[src/rtl/fetch_ctrl_pkg.sv]
// Shared encodings for the fetch sequencer: FSM states, per-stage stall codes and
// chip-enable levels.
package fetch_ctrl_pkg;

    typedef enum logic [1:0] {
        S_RESET = 2'd0,
        S_RUN   = 2'd1,
        S_FLUSH = 2'd2
    } fetch_state_e;

    // Stall vector bits: [0]=pc [1]=if [2]=id [3]=ex [4]=mem [5]=wb
    localparam int unsigned STALL_CODE_W = 6;
    localparam logic [STALL_CODE_W-1:0] STALL_NONE = 6'b000000;
    localparam logic [STALL_CODE_W-1:0] STALL_IF   = 6'b000011;
    localparam logic [STALL_CODE_W-1:0] STALL_ID   = 6'b000111;
    localparam logic [STALL_CODE_W-1:0] STALL_EX   = 6'b001111;

    localparam logic CHIP_ENABLE  = 1'b1;
    localparam logic CHIP_DISABLE = 1'b0;

endpackage

[src/rtl/fetch_perf_cnt.sv]
// Saturating 32-bit event counter used to profile fetch stall cycles
// (only instantiated when FETCH_PERF_EN is defined).
module fetch_perf_cnt (
    input  logic        clk,
    input  logic        rst,
    input  logic        i_inc,
    output logic [31:0] o_cnt
);

    logic [31:0] r_cnt;

    always_ff @(posedge clk or posedge rst) begin
        if (rst) begin
            r_cnt <= 32'h0000_0000;
        end else if (i_inc && (r_cnt != 32'hFFFF_FFFF)) begin
            r_cnt <= r_cnt + 32'd1;
        end
    end

    assign o_cnt = r_cnt;

endmodule

[src/rtl/fetch_ctrl.sv]
// PC / instruction-fetch sequencer: arbitrates exception, stall, imem-wait and branch
// redirects. Define FETCH_PERF_EN to add the perf_stall_cnt stall-cycle counter output.
module fetch_ctrl
    import fetch_ctrl_pkg::*;
#(
    parameter int unsigned          ADDR_W   = 32,
    parameter logic [ADDR_W-1:0]    RESET_PC = '0,
    parameter int unsigned          STALL_W  = 6
) (
    input  logic               clk,
    input  logic               rst,
    input  logic               stallreq_id_i,
    input  logic               stallreq_ex_i,
    input  logic               branch_flag_i,
    input  logic [ADDR_W-1:0]  branch_target_i,
    input  logic               excp_flag_i,
    input  logic [ADDR_W-1:0]  excp_pc_i,
    input  logic               inst_ack_i,
    output logic [ADDR_W-1:0]  pc,
    output logic               ce,
    output logic               inst_req_o,
    output logic [STALL_W-1:0] stall,
    output logic               flush
`ifdef FETCH_PERF_EN
    ,
    output logic [31:0]        perf_stall_cnt
`endif
);

    fetch_state_e      r_state, w_state_nxt;
    logic [ADDR_W-1:0] r_pc, w_pc_nxt;
    logic              r_ce, w_ce_nxt;
    logic              r_flush, w_flush_nxt;
    logic              r_pend, w_pend_nxt;
    logic [ADDR_W-1:0] r_pend_tgt, w_pend_tgt_nxt;
    logic [STALL_W-1:0] w_stall;
    logic [ADDR_W-1:0] w_branch_tgt;
    logic [ADDR_W-1:0] w_excp_tgt;
    logic              w_unused;

    // Redirect targets are always word aligned.
    assign w_branch_tgt = {branch_target_i[ADDR_W-1:2], 2'b00};
    assign w_excp_tgt   = {excp_pc_i[ADDR_W-1:2], 2'b00};
    assign w_unused     = ^{branch_target_i[1:0], excp_pc_i[1:0]};

    assign inst_req_o = r_ce && (r_state == S_RUN);

    always_ff @(posedge clk or posedge rst) begin
        if (rst) begin
            r_state    <= S_RESET;
            r_pc       <= RESET_PC;
            r_ce       <= CHIP_DISABLE;
            r_flush    <= 1'b0;
            r_pend     <= 1'b0;
            r_pend_tgt <= '0;
        end else begin
            r_state    <= w_state_nxt;
            r_pc       <= w_pc_nxt;
            r_ce       <= w_ce_nxt;
            r_flush    <= w_flush_nxt;
            r_pend     <= w_pend_nxt;
            r_pend_tgt <= w_pend_tgt_nxt;
        end
    end

    always_comb begin
        w_state_nxt    = r_state;
        w_pc_nxt       = r_pc;
        w_ce_nxt       = r_ce;
        w_flush_nxt    = 1'b0;
        w_pend_nxt     = r_pend;
        w_pend_tgt_nxt = r_pend_tgt;
        w_stall        = STALL_W'(STALL_NONE);

        unique case (r_state)
            S_RESET: begin
                w_state_nxt = S_RUN;
                w_ce_nxt    = CHIP_ENABLE;
            end
            S_RUN: begin
                if (excp_flag_i) begin
                    w_pc_nxt    = w_excp_tgt;
                    w_flush_nxt = 1'b1;
                    w_pend_nxt  = 1'b0;
                    w_state_nxt = S_FLUSH;
                end else begin
                    if (stallreq_ex_i) begin
                        w_stall = STALL_W'(STALL_EX);
                    end else if (stallreq_id_i) begin
                        w_stall = STALL_W'(STALL_ID);
                    end else if (inst_req_o && !inst_ack_i) begin
                        w_stall = STALL_W'(STALL_IF);
                    end

                    // While held, a resolved branch is parked until the pipe frees up.
                    if (w_stall != '0) begin
                        if (branch_flag_i) begin
                            w_pend_nxt     = 1'b1;
                            w_pend_tgt_nxt = w_branch_tgt;
                        end
                    end else if (branch_flag_i) begin
                        w_pc_nxt   = w_branch_tgt;
                        w_pend_nxt = 1'b0;
                    end else if (r_pend) begin
                        w_pc_nxt   = r_pend_tgt;
                        w_pend_nxt = 1'b0;
                    end else begin
                        w_pc_nxt = r_pc + ADDR_W'(4);
                    end
                end
            end
            S_FLUSH: begin
                if (excp_flag_i) begin
                    w_pc_nxt    = w_excp_tgt;
                    w_flush_nxt = 1'b1;
                end else begin
                    w_state_nxt = S_RUN;
                end
            end
            default: begin
                w_state_nxt = S_RESET;
            end
        endcase
    end

    assign pc    = r_pc;
    assign ce    = r_ce;
    assign flush = r_flush;
    assign stall = w_stall;

`ifdef FETCH_PERF_EN
    logic w_perf_inc;

    assign w_perf_inc = (r_state == S_RUN) && (w_stall != '0);

    fetch_perf_cnt u_perf_cnt (
        .clk   (clk),
        .rst   (rst),
        .i_inc (w_perf_inc),
        .o_cnt (perf_stall_cnt)
    );
`endif

endmodule

[config.mk]
export PLATFORM = sky130hd
export DESIGN_NAME = fetch_ctrl
export DESIGN_NICKNAME = d
export VERILOG_FILES = /design/src/rtl/fetch_ctrl_pkg.sv /design/src/rtl/fetch_perf_cnt.sv /design/src/rtl/fetch_ctrl.sv
export SDC_FILE = /design/constraint.sdc
export NUM_CORES = 1
export LEC_CHECK = 0
export ABC_AREA = 1
export BUFFER_PORTS_ARGS = -buffer_cell sky130_fd_sc_hd__clkbuf_2
export CAP_MARGIN = 5
export CORE_MARGIN = 4
export CORE_UTILIZATION = 58
export CTS_BUF_LIST = sky130_fd_sc_hd__clkbuf_8 sky130_fd_sc_hd__clkbuf_16
export CTS_CLUSTER_DIAMETER = 150
export DETAILED_ROUTE_END_ITERATION = 7
export PLACE_DENSITY_LB_ADDON = 0.05
export SLEW_MARGIN = 10
export SYNTH_ARGS = -nofsm -noshare
export SYNTH_HDL_FRONTEND = slang
export SYNTH_HIERARCHICAL = 1
export SYNTH_SLANG_ARGS = --single-unit
[constraint.sdc]
create_clock -name clk -period 2.9 [get_ports clk]
set_input_delay 0.29 -clock clk [delete_from_list [all_inputs] [get_ports clk]]
set_output_delay 0.29 -clock clk [all_outputs]
set_load 0.05 [all_outputs]
# --- Word level (Yosys, flattened, before mapping) ---
# Cells that the tools add are included.
totals:
  reg_bits: 67
  latchBits: 0
  mem_bits_rw: 0
  rom_bits: 0
  out_inout_bits: 41
  word_cells: 47
  n_memories: 0
classes:
  n_addsub: 1
  mul: 0
  div: 0
  magnitude_cmp: 0
  n_eq_ne: 7
  shifts: 0
  mux: 21
  n_bitwise: 1
  n_reduce_logical: 11
ops:
  columns: ["operator", "count"]
  rows:
  - ["$mux W32", 5]
  - ["$pmux W32 S2", 1]
  - ["$add A32 B3 Y32 const B", 1]
  - ["$mux W6", 4]
  - ["$mux W2", 3]
  - ["$ne A2 B2 Y1 const B", 3]
  - ["$ne A3 B3 Y1 const B", 2]
  - ["$pmux W2 S3", 1]
  - ["$reduce_bool A6 Y1", 1]
  - ["$mux W1", 5]
  - ["$mux W4", 1]
  - ["$reduce_and A2 Y1", 2]
  - ["$reduce_and A4 Y1", 1]
  - ["$mux W3", 1]
  - ["$reduce_and A3 Y1", 1]
  - ["$eq A2 B1 Y1 const B", 1]
  - ["$eq A2 B2 Y1 const B", 1]
  - ["$logic_and A1 B1 Y1", 2]
  - ["$logic_not A2 Y1", 1]
  - ["$reduce_bool A2 Y1", 1]
  - ["$reduce_or A2 Y1", 1]
  - ["$logic_not A1 Y1", 1]
  - ["$not A1 Y1", 1]

# --- Logic depth before layout (Yosys ltp) ---
# Gate-level depths: netlist (run 1).
depth:
  depth_word: 12
  depth_mapped: 12
  ltp_nobuf: 12

# --- Worst setup path before layout (run 1) ---
# OpenSTA, ideal clock, no wires.
synth_path:
  kind: "register -> output"
  startpoint: "reg r_state[1]"
  endpoint: "out stall[2]"
  arrival_time_ns: 1.785
  path_slack_ns: 0.825
  stages_incl_launch_ff: 5
  n_path_buf: 0
  cell_sequence: "dfrtp_1 > inv_1 > ha_1 > inv_1 > nor3_1"
synth_between:
  elab_chain_cells: 2
synth_rtl:
  columns: ["item", "line", "source"]
  rows:
  - ["from (decl)", "fetch_ctrl.sv:30", "fetch_state_e r_state, w_state_nxt;"]
  - ["from (signal assigned)", "fetch_ctrl.sv:57", "r_state <= w_state_nxt;"]
  - ["$eq A2 B1 Y1", "fetch_ctrl.sv:75", "unique case (r_state)"]
  - ["$mux W6", "fetch_ctrl.sv:75", null]
  - ["to (decl)", "fetch_ctrl.sv:22", "output logic [STALL_W-1:0] stall,"]
# No other way between the ends.

# --- Worst setup path in the final report (run 1) ---
layout_path:
  startpoint: "reg r_state[1]"
  endpoint: "reg r_pc[6], in the netlist pc[6]"
layout_between:
  elab_chain_cells: 11
  elab_cells_between_ends: 15
  cone_classes: "4 x eq/ne; 6 x mux; 5 x reduce/logical"
layout_rtl:
  columns: ["item", "line", "source"]
  rows:
  - ["$eq A2 B1 Y1", "fetch_ctrl.sv:46, fetch_ctrl.sv:75", null]
  - ["$logic_and A1 B1 Y1", "fetch_ctrl.sv:46", "assign inst_req_o = r_ce && (r_state == S_RUN);"]
  - ["$logic_and A1 B1 Y1", "fetch_ctrl.sv:91", "end else if (inst_req_o && !inst_ack_i) begin"]
  - ["$mux W2", "fetch_ctrl.sv:91", null]
  - ["$mux W3", "fetch_ctrl.sv:89", "end else if (stallreq_id_i) begin"]
  - ["$mux W4", "fetch_ctrl.sv:87", "if (stallreq_ex_i) begin"]
  - ["$mux W6", "fetch_ctrl.sv:81", "if (excp_flag_i) begin"]
  - ["$mux W6", "fetch_ctrl.sv:75", null]
  - ["$reduce_bool A6 Y1", "fetch_ctrl.sv:96", "if (w_stall != '0) begin"]
  - ["$ne A3 B3 Y1 (no source line)", null, null]
  - ["$reduce_and A3 Y1 (no source line)", null, null]
  - ["to (signal assigned)", "fetch_ctrl.sv:58", "r_pc <= w_pc_nxt;"]
  - ["to (decl)", "fetch_ctrl.sv:31", "logic [ADDR_W-1:0] r_pc, w_pc_nxt;"]
# Parallel ways exist; a longest one is shown, timed or not. The select of a mux whose other input is x is not followed.
# A chain may end at the register's enable or synchronous reset.

==> impl_metrics.prom, run 1 <==
# TYPE chip_impl_metric gauge
chip_impl_info{name="outcome",value="finished with violations"} 1
chip_impl_info{name="failed_checks",value="hold timing"} 1
chip_impl_info{name="cts_root_buffer",value="sky130_fd_sc_hd__clkbuf_8"} 1
chip_impl_metric{name="gr-total-overflow",unit=""} 0
chip_impl_metric{name="share_clk_of_total_power",unit="%"} 14.0
chip_impl_metric{name="post_route_cells_drive_above_1_share",unit="%"} 22.2
chip_impl_metric{name="fp.dieW",unit="um"} 95.6
chip_impl_info{name="rsz0062_at_grt",value="no"} 1
chip_impl_metric{name="finClkSkew",unit="ns"} 0.0101
chip_impl_metric{name="finalSetupTns",unit="ns"} 0
chip_impl_info{name="r2r-start",value="r_state[1]$_DFFE_PP0P_"} 1
chip_impl_metric{name="wire_length_of_the_first_global_routing_pass",unit="um"} 20800
chip_impl_metric{name="yosys_warnings",unit=""} 6
chip_impl_info{name="synth_top_area_cell",value="sky130_fd_sc_hd__dfrtp_1"} 1
chip_impl_metric{name="drcViolationCount",unit=""} 0
chip_impl_metric{name="io_buffers",unit=""} 103
chip_impl_metric{name="final_period_minus_worst_setup_slack",unit="ns"} 2.29
chip_impl_metric{name="diodes",unit=""} 0
chip_impl_info{name="critPathSlowestCell",value="sky130_fd_sc_hd__dfrtp_1"} 1
chip_impl_metric{name="crit_required",unit="ns"} 3.10
chip_impl_metric{name="fmax",unit="GHz"} 0.436
chip_impl_metric{name="drv_slew",unit=""} 0
chip_impl_metric{name="routed-via-count",unit=""} 4604
chip_impl_info{name="worstSetupEndpointType",value="register"} 1
chip_impl_metric{name="design.final.nets",unit=""} 839
chip_impl_metric{name="ys_types",unit=""} 35
chip_impl_metric{name="hold_viol_final",unit=""} 2
chip_impl_metric{name="path_max_fanout",unit=""} 20
chip_impl_info{name="critPathKind",value="reg -> reg"} 1
chip_impl_metric{name="detail_route.first_pass.iterations",unit=""} 5
chip_impl_metric{name="first_global_vias",unit=""} 4457
chip_impl_metric{name="crit_path_max_incr_delay",unit="ns"} 0.40
chip_impl_metric{name="route.antenna.remaining_nets",unit=""} 0
chip_impl_metric{name="die_y",unit="um"} 95.6
chip_impl_info{name="most-common-layout-cells",value="225 x sky130_fd_sc_hd__nand2_1, 103 x sky130_fd_sc_hd__clkbuf_2, 81 x sky130_fd_sc_hd__nor2_1"} 1
chip_impl_metric{name="cts_num_sinks",unit=""} 65
chip_impl_metric{name="max-vdd-ir-drop",unit="V"} 0.000667
chip_impl_metric{name="internal_power",unit="W"} 0.00280
chip_impl_metric{name="clk_transition_reported_paths",unit="ns"} 0.07
chip_impl_metric{name="p_total",unit="W"} 0.00603
chip_impl_metric{name="totalWireLength",unit="um"} 12300
chip_impl_metric{name="gpl.final_weighted_congestion",unit=""} 0.932
chip_impl_metric{name="grt_antenna_before_repair",unit=""} 0
chip_impl_metric{name="finalSetupViolations",unit=""} 0
chip_impl_metric{name="power.combinational.fraction",unit="%"} 55.1
chip_impl_metric{name="ys_ff_latch",unit=""} 65
chip_impl_metric{name="num_io_pins",unit=""} 112
chip_impl_metric{name="cts_resized",unit=""} 0
chip_impl_metric{name="finalCritPeriodShare",unit="%"} 79.1
chip_impl_metric{name="core_area",unit="mm2"} 0.00737
chip_impl_metric{name="transition_time_at_the_pin_with_the_least_slew_margin",unit="ns"} 0.830
chip_impl_metric{name="max_slew_margin",unit="%"} 44.6
chip_impl_metric{name="num_rows",unit=""} 31
chip_impl_metric{name="p_leak",unit="nW"} 2.78
chip_impl_metric{name="via_density_per_instance",unit=""} 5.32
chip_impl_metric{name="netlist_area",unit="mm2"} 0.00445
chip_impl_metric{name="cp_data_arrival_time",unit="ns"} 2.50
chip_impl_info{name="min_path_type",value="in -> async"} 1
chip_impl_info{name="path_common_cell",value="sky130_fd_sc_hd__nand2_1"} 1
chip_impl_metric{name="detailedRoute.firstIterationViolations",unit=""} 279
chip_impl_metric{name="seq_area_frac_synth",unit="%"} 36.5
chip_impl_metric{name="synth_enable_flop_cells",unit=""} 0
chip_impl_metric{name="die-area",unit="mm2"} 0.00914
chip_impl_metric{name="grt_start_max_net_pins",unit=""} 46
chip_impl_metric{name="place_hpwl",unit="um"} 8700
chip_impl_metric{name="maxCapViolations",unit=""} 0
chip_impl_info{name="layout.cells.most_common",value="sky130_fd_sc_hd__nand2_1"} 1
chip_impl_metric{name="async_flop_share",unit="%"} 100
chip_impl_metric{name="multi_input_area",unit="mm2"} 0.00244
chip_impl_metric{name="synthDominantCellAreaShare",unit="%"} 36.5
chip_impl_metric{name="power.share.sequential",unit="%"} 30.8
chip_impl_info{name="crit_path_start_kind",value="register"} 1
chip_impl_metric{name="pwr_density_cell",unit="mW/mm2"} 1150
chip_impl_metric{name="synth.avg_cell_area",unit="um2"} 6.63
chip_impl_info{name="tritoncts",value="yes"} 1
chip_impl_info{name="synth_flop_cell",value="sky130_fd_sc_hd__dfrtp_1"} 1
chip_impl_metric{name="cts-htree-levels",unit=""} 3
chip_impl_metric{name="switching_power",unit="W"} 0.00322
chip_impl_metric{name="total_grt_usage",unit="%"} 28.9
chip_impl_metric{name="power.share.switching",unit="%"} 53.5
chip_impl_metric{name="seqCellArea",unit="mm2"} 0.00163
chip_impl_metric{name="flow.area_growth_from_synthesis",unit="%"} 17.3
chip_impl_metric{name="clkLatencyLatePin",unit="ns"} 0.36
chip_impl_metric{name="final.fill_count",unit=""} 662
chip_impl_metric{name="synthesis.instances",unit=""} 671
chip_impl_metric{name="r2r_worst_path_depth",unit=""} 10
chip_impl_info{name="worst_path_cell_chain",value="inv_1, ha_1, nand2_1, o21ai_1, nand2_1, nand2_1, buf_4, inv_1, o211ai_1, o21ai_0"} 1
chip_impl_info{name="ys_top_cells_by_area",value="sky130_fd_sc_hd__dfrtp_1 37%, sky130_fd_sc_hd__nand2_1 19%, sky130_fd_sc_hd__nor2_1 7.0%"} 1
chip_impl_metric{name="postCtsSetupRepairBufs",unit=""} 0
chip_impl_metric{name="setup.reg_to_reg.worst_slack",unit="ns"} 0.61
chip_impl_metric{name="final.hold.worst_slack",unit="ns"} -0.00336
chip_impl_metric{name="cts_hold_buffers",unit=""} 0
chip_impl_metric{name="cts_made_buffers",unit=""} 9
chip_impl_info{name="r2r-end",value="pc[6]$_DFFE_PP0P_"} 1
chip_impl_metric{name="initial_core_util",unit="%"} 60.4
chip_impl_metric{name="cts_buffer_depth",unit=""} 2
chip_impl_metric{name="wl_per_cell",unit="um"} 14.2
==> stage by stage <==
stage	utilization [%]	hold WS, ns	cell area [um2]	setup WS (ns)	instances
2_1_floorplan	-	0.390	4460	0.825	674
3_3_place_gp	67.9	0.378	5010	0.820	851
3_5_place_dp	67.9	0.385	5010	0.611	851
4_1_cts	70.8	0.0136	5220	0.612	866
5_1_grt	70.8	0.0295	5220	0.390	866
6_report	70.8	-0.00336	5220	0.606	866
==> power groups by stage <==
stage / Clock [W] / Combinational (W) / Sequential (W)
floorplan: 0 / 0.00189 / 0.00246
global placement: 0 / 0.00325 / 0.00183
global route: 0.000890 / 0.00372 / 0.00191
finish: 0.000845 / 0.00332 / 0.00186
detailed placement: 0 / 0.00333 / 0.00185
CTS: 0.000849 / 0.00334 / 0.00184
==> cells in the mapped netlist (2+ instances only) <==
library cell / instances
sky130_fd_sc_hd__a22oi_1: 2
sky130_fd_sc_hd__xnor2_1: 4
sky130_fd_sc_hd__nand2_2: 4
sky130_fd_sc_hd__ha_1: 5
sky130_fd_sc_hd__or2_1: 2
sky130_fd_sc_hd__a31oi_1: 2
sky130_fd_sc_hd__nor2_1: 83
sky130_fd_sc_hd__nor2_2: 7
sky130_fd_sc_hd__o211ai_1: 3
sky130_fd_sc_hd__buf_2: 14
sky130_fd_sc_hd__inv_1: 55
sky130_fd_sc_hd__dfrtp_1: 65
sky130_fd_sc_hd__inv_2: 5
sky130_fd_sc_hd__buf_4: 7
sky130_fd_sc_hd__nand3_1: 37
sky130_fd_sc_hd__nand3b_1: 5
sky130_fd_sc_hd__a21oi_2: 7
sky130_fd_sc_hd__o21ai_1: 8
sky130_fd_sc_hd__a21oi_1: 56
sky130_fd_sc_hd__nand2_4: 5
sky130_fd_sc_hd__o21bai_1: 3
sky130_fd_sc_hd__clkbuf_1: 13
sky130_fd_sc_hd__nor2_4: 9
sky130_fd_sc_hd__nand4_1: 2
sky130_fd_sc_hd__nand2_1: 225
sky130_fd_sc_hd__xor2_1: 3
sky130_fd_sc_hd__o21ai_0: 32
==> critical path, delay by kind of cell, from the launching register on <==
kind,cells,cell delay [ns]
buf+inv,3,0.71
fa+ha+maj,1,0.19
compound gates,3,0.54
simple gates,3,0.30
flops,1,0.40
==> cell families after synthesis <==
logic type,count (synthesis),share of synthesized area (%)
compound gates,115,14.1
other cells,1,0.0842
flops,65,36.5
fa+ha+maj,5,1.41
buf+inv,95,8.99
simple gates,383,37.5
xor+xnor,7,1.38
==> per-layer routing <==
metal	GRT usage, %	wire length, um	vias up
li1	-	-	2284
met1	38.0	5390	2092
met2	47.9	5720	209
met3	5.29	948	19
met4	9.00	226	0
met5	1.79	0	-
==> worst max path at each step <==
stage / start / endpoint / slack (ns) / depth (start not counted)
6_report: r_state[1]$_DFFE_PP0P_ / pc[6]$_DFFE_PP0P_ / 0.61 / 10
5_1_grt: r_state[1]$_DFFE_PP0P_ / pc[6]$_DFFE_PP0P_ / 0.39 / 10
4_1_cts: r_state[1]$_DFFE_PP0P_ / pc[6]$_DFFE_PP0P_ / 0.61 / 10
3_5_place_dp: r_state[1]$_DFFE_PP0P_ / pc[6]$_DFFE_PP0P_ / 0.61 / 10
3_3_place_gp: r_state[1]$_DFFE_PP0P_ / pc[6]$_DFFE_PP0P_ / 0.82 / 10
2_1_floorplan: r_state[1]$_DFFE_PP0P_ / stall[2] / 0.83 / 4
==> registers in the layout (all words and copies together), names as in the netlist <==
name and flops:
ce 1, flush 1, pc 30, r_pend 1, r_pend_tgt 30, r_state 2
==> area by class of cell <==
type	instances	share of cell area (%)
Inverter	60	4.31
Timing Repair Buffer	113	11.3
Sequential cell	65	31.2
Tap cell	99	2.37
Clock inverter	2	0.671
Clock buffer	13	3.43
Multi-Input combinational cell	514	46.8
Power figures use the tool's default switching activity.
==> run 2: changes to the inputs <==
--- a/config.mk
+++ b/config.mk
@@ -5,11 +5,11 @@
 export SDC_FILE = /design/constraint.sdc
 export NUM_CORES = 1
 export LEC_CHECK = 0
-export ABC_AREA = 1
+export ABC_AREA = 0
 export BUFFER_PORTS_ARGS = -buffer_cell sky130_fd_sc_hd__clkbuf_2
 export CAP_MARGIN = 5
 export CORE_MARGIN = 4
-export CORE_UTILIZATION = 58
+export CORE_UTILIZATION = 53
 export CTS_BUF_LIST = sky130_fd_sc_hd__clkbuf_8 sky130_fd_sc_hd__clkbuf_16
 export CTS_CLUSTER_DIAMETER = 150
 export DETAILED_ROUTE_END_ITERATION = 7
==> constraint.sdc (replaced) <==
create_clock -name clk -period 2.2 [get_ports clk]
set_input_delay 0.22 -clock clk [delete_from_list [all_inputs] [get_ports clk]]
set_output_delay 0.22 -clock clk [all_outputs]
set_load 0.05 [all_outputs]
==> impl_metrics.prom, run 2 <==
# TYPE chip_impl_metric gauge
chip_impl_metric{name="pwr_density_cell",unit="mW/mm2"} 1420
chip_impl_info{name="crit_path_start_kind",value="register"} 1
chip_impl_info{name="critPathKind",value="reg -> reg"} 1
chip_impl_info{name="rsz0062_at_grt",value="yes"} 1
chip_impl_metric{name="place_hpwl",unit="um"} 7880
chip_impl_metric{name="wire_length_of_the_first_global_routing_pass",unit="um"} 18900
chip_impl_metric{name="diodes",unit=""} 0
chip_impl_metric{name="path_max_fanout",unit=""} 8
chip_impl_metric{name="power.combinational.fraction",unit="%"} 51.5
chip_impl_metric{name="maxCapViolations",unit=""} 0
chip_impl_info{name="r2r-start",value="pc[23]$_DFFE_PP0P_"} 1
chip_impl_metric{name="route.antenna.remaining_nets",unit=""} 0
chip_impl_metric{name="switching_power",unit="W"} 0.00344
chip_impl_info{name="min_path_type",value="in -> reg"} 1
chip_impl_metric{name="via_density_per_instance",unit=""} 5.92
chip_impl_metric{name="drv_slew",unit=""} 0
chip_impl_metric{name="final_period_minus_worst_setup_slack",unit="ns"} 2.10
chip_impl_info{name="netlist_top_cells_count",value="65 x sky130_fd_sc_hd__dfrtp_1, 48 x sky130_fd_sc_hd__o21ai_0, 41 x sky130_fd_sc_hd__nand2_1"} 1
chip_impl_metric{name="synth_enable_flop_cells",unit=""} 0
chip_impl_info{name="worstSetupEndpointType",value="register"} 1
chip_impl_metric{name="first_global_vias",unit=""} 3724
chip_impl_metric{name="drcViolationCount",unit=""} 0
chip_impl_info{name="tritoncts",value="yes"} 1
chip_impl_metric{name="clkLatencyLatePin",unit="ns"} 0.35
chip_impl_metric{name="ys_types",unit=""} 58
chip_impl_metric{name="synth.avg_cell_area",unit="um2"} 9.00
chip_impl_metric{name="power.share.switching",unit="%"} 48.5
chip_impl_metric{name="fmax",unit="GHz"} 0.477
chip_impl_metric{name="clk_transition_reported_paths",unit="ns"} 0.08
chip_impl_metric{name="io_buffers",unit=""} 103
chip_impl_metric{name="p_leak",unit="nW"} 2.26
chip_impl_metric{name="ys_ff_latch",unit=""} 65
chip_impl_metric{name="design.final.nets",unit=""} 622
chip_impl_metric{name="grt_antenna_before_repair",unit=""} 0
chip_impl_metric{name="grt_start_max_net_pins",unit=""} 66
chip_impl_info{name="outcome",value="completed"} 1
chip_impl_metric{name="gpl.final_weighted_congestion",unit=""} 0.832
chip_impl_metric{name="finalInstanceArea",unit="mm2"} 0.00500
chip_impl_metric{name="crit_required",unit="ns"} 2.47
chip_impl_info{name="hold_path_startpoint",value="branch_target_i[9]"} 1
chip_impl_metric{name="totalWireLength",unit="um"} 11400
chip_impl_metric{name="routed-via-count",unit=""} 3850
chip_impl_metric{name="power.share.sequential",unit="%"} 33.4
chip_impl_metric{name="wl_per_cell",unit="um"} 17.5
chip_impl_metric{name="initial_core_util",unit="%"} 54.7
chip_impl_metric{name="finalCritPeriodShare",unit="%"} 95.3
chip_impl_metric{name="core_area",unit="mm2"} 0.00725
chip_impl_metric{name="cp_data_arrival_time",unit="ns"} 2.36
chip_impl_metric{name="synthDominantCellAreaShare",unit="%"} 41.0
chip_impl_metric{name="cts-htree-levels",unit=""} 3
chip_impl_metric{name="fp.dieW",unit="um"} 94.5
chip_impl_metric{name="postPlaceCellArea",unit="mm2"} 0.00473
chip_impl_metric{name="max_slew_margin",unit="%"} 40.6
chip_impl_info{name="critPathSlowestCell",value="sky130_fd_sc_hd__or4_1"} 1
chip_impl_metric{name="async_flop_share",unit="%"} 100
chip_impl_metric{name="cts_num_sinks",unit=""} 65
chip_impl_metric{name="share_clk_of_total_power",unit="%"} 15.1
chip_impl_metric{name="finClkSkew",unit="ns"} 0.0102
chip_impl_metric{name="layout.core_utilization",unit="%"} 68.9
chip_impl_info{name="synth_flop_cell",value="sky130_fd_sc_hd__dfrtp_1"} 1
chip_impl_info{name="most-common-layout-cells",value="103 x sky130_fd_sc_hd__clkbuf_2, 50 x sky130_fd_sc_hd__dfrtp_1, 48 x sky130_fd_sc_hd__o21ai_0"} 1
chip_impl_metric{name="gr-total-overflow",unit=""} 0
chip_impl_info{name="worst_path_cell_chain",value="and4_1, and3_2, nand2_1, or4_1, a311o_1, a31oi_1"} 1
chip_impl_info{name="critPathTopFamily",value="simple AND/OR/NAND/NOR gates"} 1
chip_impl_metric{name="total_grt_usage",unit="%"} 27.1
chip_impl_metric{name="final.hold.worst_slack",unit="ns"} 0.119
chip_impl_metric{name="cts_made_buffers",unit=""} 9
chip_impl_metric{name="post_route_cells_drive_above_1_share",unit="%"} 38.7
chip_impl_metric{name="internal_power",unit="W"} 0.00365
chip_impl_metric{name="transition_time_at_the_pin_with_the_least_slew_margin",unit="ns"} 0.889
chip_impl_metric{name="worst-path-buf-inv",unit=""} 0
chip_impl_metric{name="detail_route.first_pass.iterations",unit=""} 5
chip_impl_metric{name="hold_viol_final",unit=""} 0
chip_impl_metric{name="seq_area_frac_synth",unit="%"} 41.0
chip_impl_metric{name="die_y",unit="um"} 94.5
chip_impl_metric{name="cts_buffer_depth",unit=""} 2
chip_impl_metric{name="yosys_warnings",unit=""} 6
chip_impl_info{name="layout.cells.most_common",value="sky130_fd_sc_hd__clkbuf_2"} 1
chip_impl_info{name="crit_path_start",value="pc[23]$_DFFE_PP0P_"} 1
chip_impl_metric{name="synthesis.instances",unit=""} 441
chip_impl_metric{name="flow.area_growth_from_synthesis",unit="%"} 26.0
chip_impl_metric{name="die-area",unit="mm2"} 0.00893
chip_impl_metric{name="detailedRoute.firstIterationViolations",unit=""} 326
chip_impl_info{name="synth_top_area_cell",value="sky130_fd_sc_hd__dfrtp_1"} 1
chip_impl_metric{name="finalSetupViolations",unit=""} 0
chip_impl_info{name="yosys.cell_count.top_type",value="sky130_fd_sc_hd__dfrtp_1"} 1
chip_impl_metric{name="crit_path_max_incr_delay",unit="ns"} 0.51
chip_impl_metric{name="num_io_pins",unit=""} 112
chip_impl_info{name="cts_root_buffer",value="sky130_fd_sc_hd__clkbuf_8"} 1
chip_impl_metric{name="netlist_area",unit="mm2"} 0.00397
chip_impl_info{name="ys_top_cells_by_area",value="sky130_fd_sc_hd__dfrtp_1 41%, sky130_fd_sc_hd__mux2_2 8.5%, sky130_fd_sc_hd__o21ai_0 6.1%"} 1
chip_impl_metric{name="num_rows",unit=""} 31
chip_impl_metric{name="max-vdd-ir-drop",unit="V"} 0.000789
-- run 2: area by class of cell --
type	instances	area, um2
sequential	65	1650
inverter	10	37.5
tap	99	124
clock buffer	11	151
fill	594	2250
timing repair buffer	131	782
clock inverter	5	55.1
multi-input combinational	329	2210
-- run 2: per-layer routing --
layer | wire (um) | GRT usage, % | vias to the layer above
met5 | 0 | 0 | -
met4 | 159 | 8.89 | 0
met3 | 818 | 3.75 | 15
met2 | 5270 | 41.8 | 161
met1 | 5120 | 39.4 | 1843
li1 | - | - | 1831
-- run 2: worst paths after layout --
kind / cells past startpoint / endpoint / slack, ns
setup / recovery: 6 / pc[31]$_DFFE_PP0P_ / 0.10
hold / removal: 2 / r_pend_tgt[9]$_DFFE_PP0P_ / 0.12
setup reg to reg: 6 / pc[31]$_DFFE_PP0P_ / 0.10
hold reg to reg: 1 / r_pend_tgt[20]$_DFFE_PP0P_ / 0.50
max in group asynchronous: 4 / pc[10]$_DFFE_PP0P_ / 1.40
min in group asynchronous: 4 / ce$_DFFE_PP0P_ / 0.46
-- run 2: per-stage QoR --
step / std cells / setup WS [ns] / setup TNS [ns] / power [W]
after floorplan: 444 / 0.00487 / 0 / 0.00497
after global placement: 632 / 0.158 / 0 / 0.00587
after detailed placement: 632 / 0.126 / 0 / 0.00598
after CTS: 649 / 0.00451 / 0 / 0.00705
after global routing: 650 / -0.0142 / -0.0142 / 0.00761
final: 650 / 0.104 / 0 / 0.00709
-- run 2: worst reg2reg max path: cells and delay by family (launching register included) --
family             cells  cell delay, ns
DFF                    1            0.43
and+or+nand+nor        4            1.14
AOI/OAI and AO/OA      2            0.45
-- run 2: what timing repair did --
item,in CTS,in global routing
setup buffers,0,1
endpoints found under the hold margin,65,0
gates resized for setup,0,11
setup endpoints to repair,0,23
hold buffers,1,0
-- run 2: power groups by stage --
stage          combinational (W)  sequential, W  clock (W)
6_report                 0.00365        0.00237    0.00107
3_5_place_dp             0.00360        0.00238          0
3_3_place_gp             0.00354        0.00234          0
4_1_cts                  0.00362        0.00235    0.00108
2_1_floorplan            0.00181        0.00316          0
5_1_grt                  0.00401        0.00245    0.00115
-- run 2: logic make-up after synthesis --
kind of cell    after synthesis  synth area share [%]
buf+inv                      50                  5.46
flops                        65                  41.0
other cells                   1                0.0945
xor+xnor                     11                  2.43
fa+ha+maj                     5                  1.58
mux                          37                  10.3
simple gates                131                  16.8
compound gates              141                  22.3
==> run 3: changes to the inputs <==
--- a/config.mk
+++ b/config.mk
@@ -10,7 +10,7 @@
 export CAP_MARGIN = 5
 export CORE_MARGIN = 4
 export CORE_UTILIZATION = 53
-export CTS_BUF_LIST = sky130_fd_sc_hd__clkbuf_8 sky130_fd_sc_hd__clkbuf_16
+export CTS_BUF_LIST = sky130_fd_sc_hd__clkbuf_16
 export CTS_CLUSTER_DIAMETER = 150
 export DETAILED_ROUTE_END_ITERATION = 7
 export PLACE_DENSITY_LB_ADDON = 0.05
==> constraint.sdc (replaced) <==
create_clock -name clk -period 2.2 [get_ports clk]
set_input_delay 0.11 -clock clk [delete_from_list [all_inputs] [get_ports clk]]
set_output_delay 0.11 -clock clk [all_outputs]
set_load 0.05 [all_outputs]
==> impl_metrics.prom, run 3 (synthesis results as in run 2) <==
# TYPE chip_impl_metric gauge
chip_impl_metric{name="postPlaceCellArea",unit="mm2"} 0.00471
chip_impl_info{name="crit_path_start_kind",value="register"} 1
chip_impl_metric{name="wire_length_of_the_first_global_routing_pass",unit="um"} 18600
chip_impl_metric{name="cts-htree-levels",unit=""} 3
chip_impl_metric{name="finalSetupTns",unit="ns"} 0
chip_impl_metric{name="num_rows",unit=""} 31
chip_impl_metric{name="path_max_fanout",unit=""} 7
chip_impl_info{name="hold_path_startpoint",value="branch_target_i[30]"} 1
chip_impl_metric{name="maxCapViolations",unit=""} 0
chip_impl_metric{name="max_slew_margin",unit="%"} 36.5
chip_impl_info{name="r2r-start",value="pc[2]$_DFFE_PP0P_"} 1
chip_impl_metric{name="route.antenna.remaining_nets",unit=""} 0
chip_impl_info{name="crit_path_start",value="pc[2]$_DFFE_PP0P_"} 1
chip_impl_info{name="most-common-layout-cells",value="103 x sky130_fd_sc_hd__clkbuf_2, 50 x sky130_fd_sc_hd__dfrtp_1, 48 x sky130_fd_sc_hd__o21ai_0"} 1
chip_impl_metric{name="diodes",unit=""} 0
chip_impl_metric{name="io_buffers",unit=""} 103
chip_impl_metric{name="design.final.nets",unit=""} 619
chip_impl_metric{name="fmax",unit="GHz"} 0.482
chip_impl_metric{name="final_period_minus_worst_setup_slack",unit="ns"} 2.07
chip_impl_metric{name="wl_per_cell",unit="um"} 17.4
chip_impl_metric{name="via_density_per_instance",unit=""} 5.98
chip_impl_metric{name="cts_num_sinks",unit=""} 65
chip_impl_metric{name="cts_made_buffers",unit=""} 9
chip_impl_metric{name="cts_buffer_depth",unit=""} 2
chip_impl_info{name="tritoncts",value="yes"} 1
chip_impl_metric{name="core_area",unit="mm2"} 0.00725
chip_impl_metric{name="finalCritPeriodShare",unit="%"} 94.3
chip_impl_metric{name="routed-via-count",unit=""} 3866
chip_impl_metric{name="post_route_cells_drive_above_1_share",unit="%"} 37.0
chip_impl_metric{name="detailedRoute.firstIterationViolations",unit=""} 274
chip_impl_metric{name="pwr_density_cell",unit="mW/mm2"} 1450
chip_impl_metric{name="die_y",unit="um"} 94.5
chip_impl_metric{name="finalInstanceArea",unit="mm2"} 0.00500
chip_impl_metric{name="grt_antenna_before_repair",unit=""} 0
chip_impl_metric{name="postCtsSetupRepairBufs",unit=""} 0
chip_impl_metric{name="crit_required",unit="ns"} 2.40
chip_impl_metric{name="flow.area_growth_from_synthesis",unit="%"} 25.9
chip_impl_info{name="critPathKind",value="reg -> reg"} 1
chip_impl_metric{name="initial_core_util",unit="%"} 54.7
chip_impl_info{name="min_path_type",value="in -> reg"} 1
chip_impl_metric{name="drcViolationCount",unit=""} 0
chip_impl_metric{name="totalWireLength",unit="um"} 11300
chip_impl_metric{name="gr-total-overflow",unit=""} 0
chip_impl_info{name="worstSetupEndpointType",value="register"} 1
chip_impl_metric{name="die-area",unit="mm2"} 0.00893
chip_impl_metric{name="total_grt_usage",unit="%"} 26.8
chip_impl_info{name="layout.cells.most_common",value="sky130_fd_sc_hd__clkbuf_2"} 1
chip_impl_metric{name="hold_viol_final",unit=""} 0
chip_impl_metric{name="fp.dieW",unit="um"} 94.5
chip_impl_metric{name="num_io_pins",unit=""} 112
chip_impl_metric{name="gpl.final_weighted_congestion",unit=""} 0.856
chip_impl_metric{name="transition_time_at_the_pin_with_the_least_slew_margin",unit="ns"} 0.950
chip_impl_metric{name="detail_route.first_pass.iterations",unit=""} 4
chip_impl_metric{name="clk_transition_reported_paths",unit="ns"} 0.05
chip_impl_metric{name="clkLatencyLatePin",unit="ns"} 0.32
chip_impl_info{name="rsz0062_at_grt",value="no"} 1
chip_impl_metric{name="drv_slew",unit=""} 0
chip_impl_info{name="outcome",value="completed"} 1
chip_impl_metric{name="finalSetupViolations",unit=""} 0
chip_impl_metric{name="place_hpwl",unit="um"} 7960
chip_impl_metric{name="first_global_vias",unit=""} 3794
chip_impl_metric{name="max-vdd-ir-drop",unit="V"} 0.000737
chip_impl_metric{name="grt_start_max_net_pins",unit=""} 46
chip_impl_metric{name="p_leak",unit="nW"} 2.28
chip_impl_metric{name="finClkSkew",unit="ns"} 0.00715
chip_impl_metric{name="cp_data_arrival_time",unit="ns"} 2.28
chip_impl_info{name="cts_root_buffer",value="sky130_fd_sc_hd__clkbuf_16"} 1
[run 3: repair_timing]
| item | CTS | global route |
|---|---|---|
| resized for setup | 0 | 5 |
| hold buffers | 1 | 0 |
| hold endpoints to repair | 20 | 0 |
| endpoints found under the setup margin | 0 | 18 |
[run 3: routing by layer]
layer	track usage, %	share of wire, %	up-vias
li1	-	-	1820
met1	37.3	45	1860
met2	41.8	47	163
met3	4.46	6.4	23
met4	10.5	1.6	0
met5	0	0	-
[run 3: critical path, cell delays in order, from the launching register on]
cell and delay (ns):
sky130_fd_sc_hd__dfrtp_2 0.43, sky130_fd_sc_hd__ha_1 0.22, sky130_fd_sc_hd__nand3_2 0.14, sky130_fd_sc_hd__nor3_4 0.37, sky130_fd_sc_hd__and3_2 0.28, sky130_fd_sc_hd__and4_1 0.25, sky130_fd_sc_hd__o21ai_0 0.13, sky130_fd_sc_hd__o2bb2ai_1 0.14
[run 3: final timing paths]
| check | depth (start not counted) | to | slack [ns] |
|---|---|---|---|
| hold / removal | 2 | r_pend_tgt[30]$_DFFE_PP0P_ | 0.04 |
| max in group asynchronous | 4 | pc[2]$_DFFE_PP0P_ | 1.23 |
| setup reg to reg | 7 | pc[30]$_DFFE_PP0P_ | 0.13 |
| setup / recovery | 7 | pc[30]$_DFFE_PP0P_ | 0.13 |
| hold reg to reg | 1 | r_pend_tgt[21]$_DFFE_PP0P_ | 0.50 |
| min in group asynchronous | 3 | r_pend_tgt[26]$_DFFE_PP0P_ | 0.35 |
[run 3: layout make-up]
type                            count  area [um2]
Inverter                           10        37.5
Fill cell                         624        2260
Timing Repair Buffer              128         759
Tap cell                           99         124
Sequential cell                    65        1650
Multi-Input combinational cell    329        2170
Clock inverter                      7        31.3
Clock buffer                        9         225
[run 3: power by group]
group	internal (W)	total (W)	switching (W)
clock network	0.000741	0.00124	0.000495
registers	0.00181	0.00236	0.000552
logic	0.00124	0.00363	0.00238
total	0.00379	0.00722	0.00343
[run 3: through the flow]
stage	power [W]	instances	setup slack [ns]	hold slack [ns]	util (%)
CTS	0.00722	647	0.115	0.0331	68.6
finish	0.00722	647	0.126	0.0379	68.9
global route	0.00773	647	0.00970	0.0376	68.9
detailed placement	0.00597	630	0.127	0.135	64.9
global placement	0.00585	630	0.173	0.138	64.9
floorplan	0.00497	444	0.00487	0.249	-
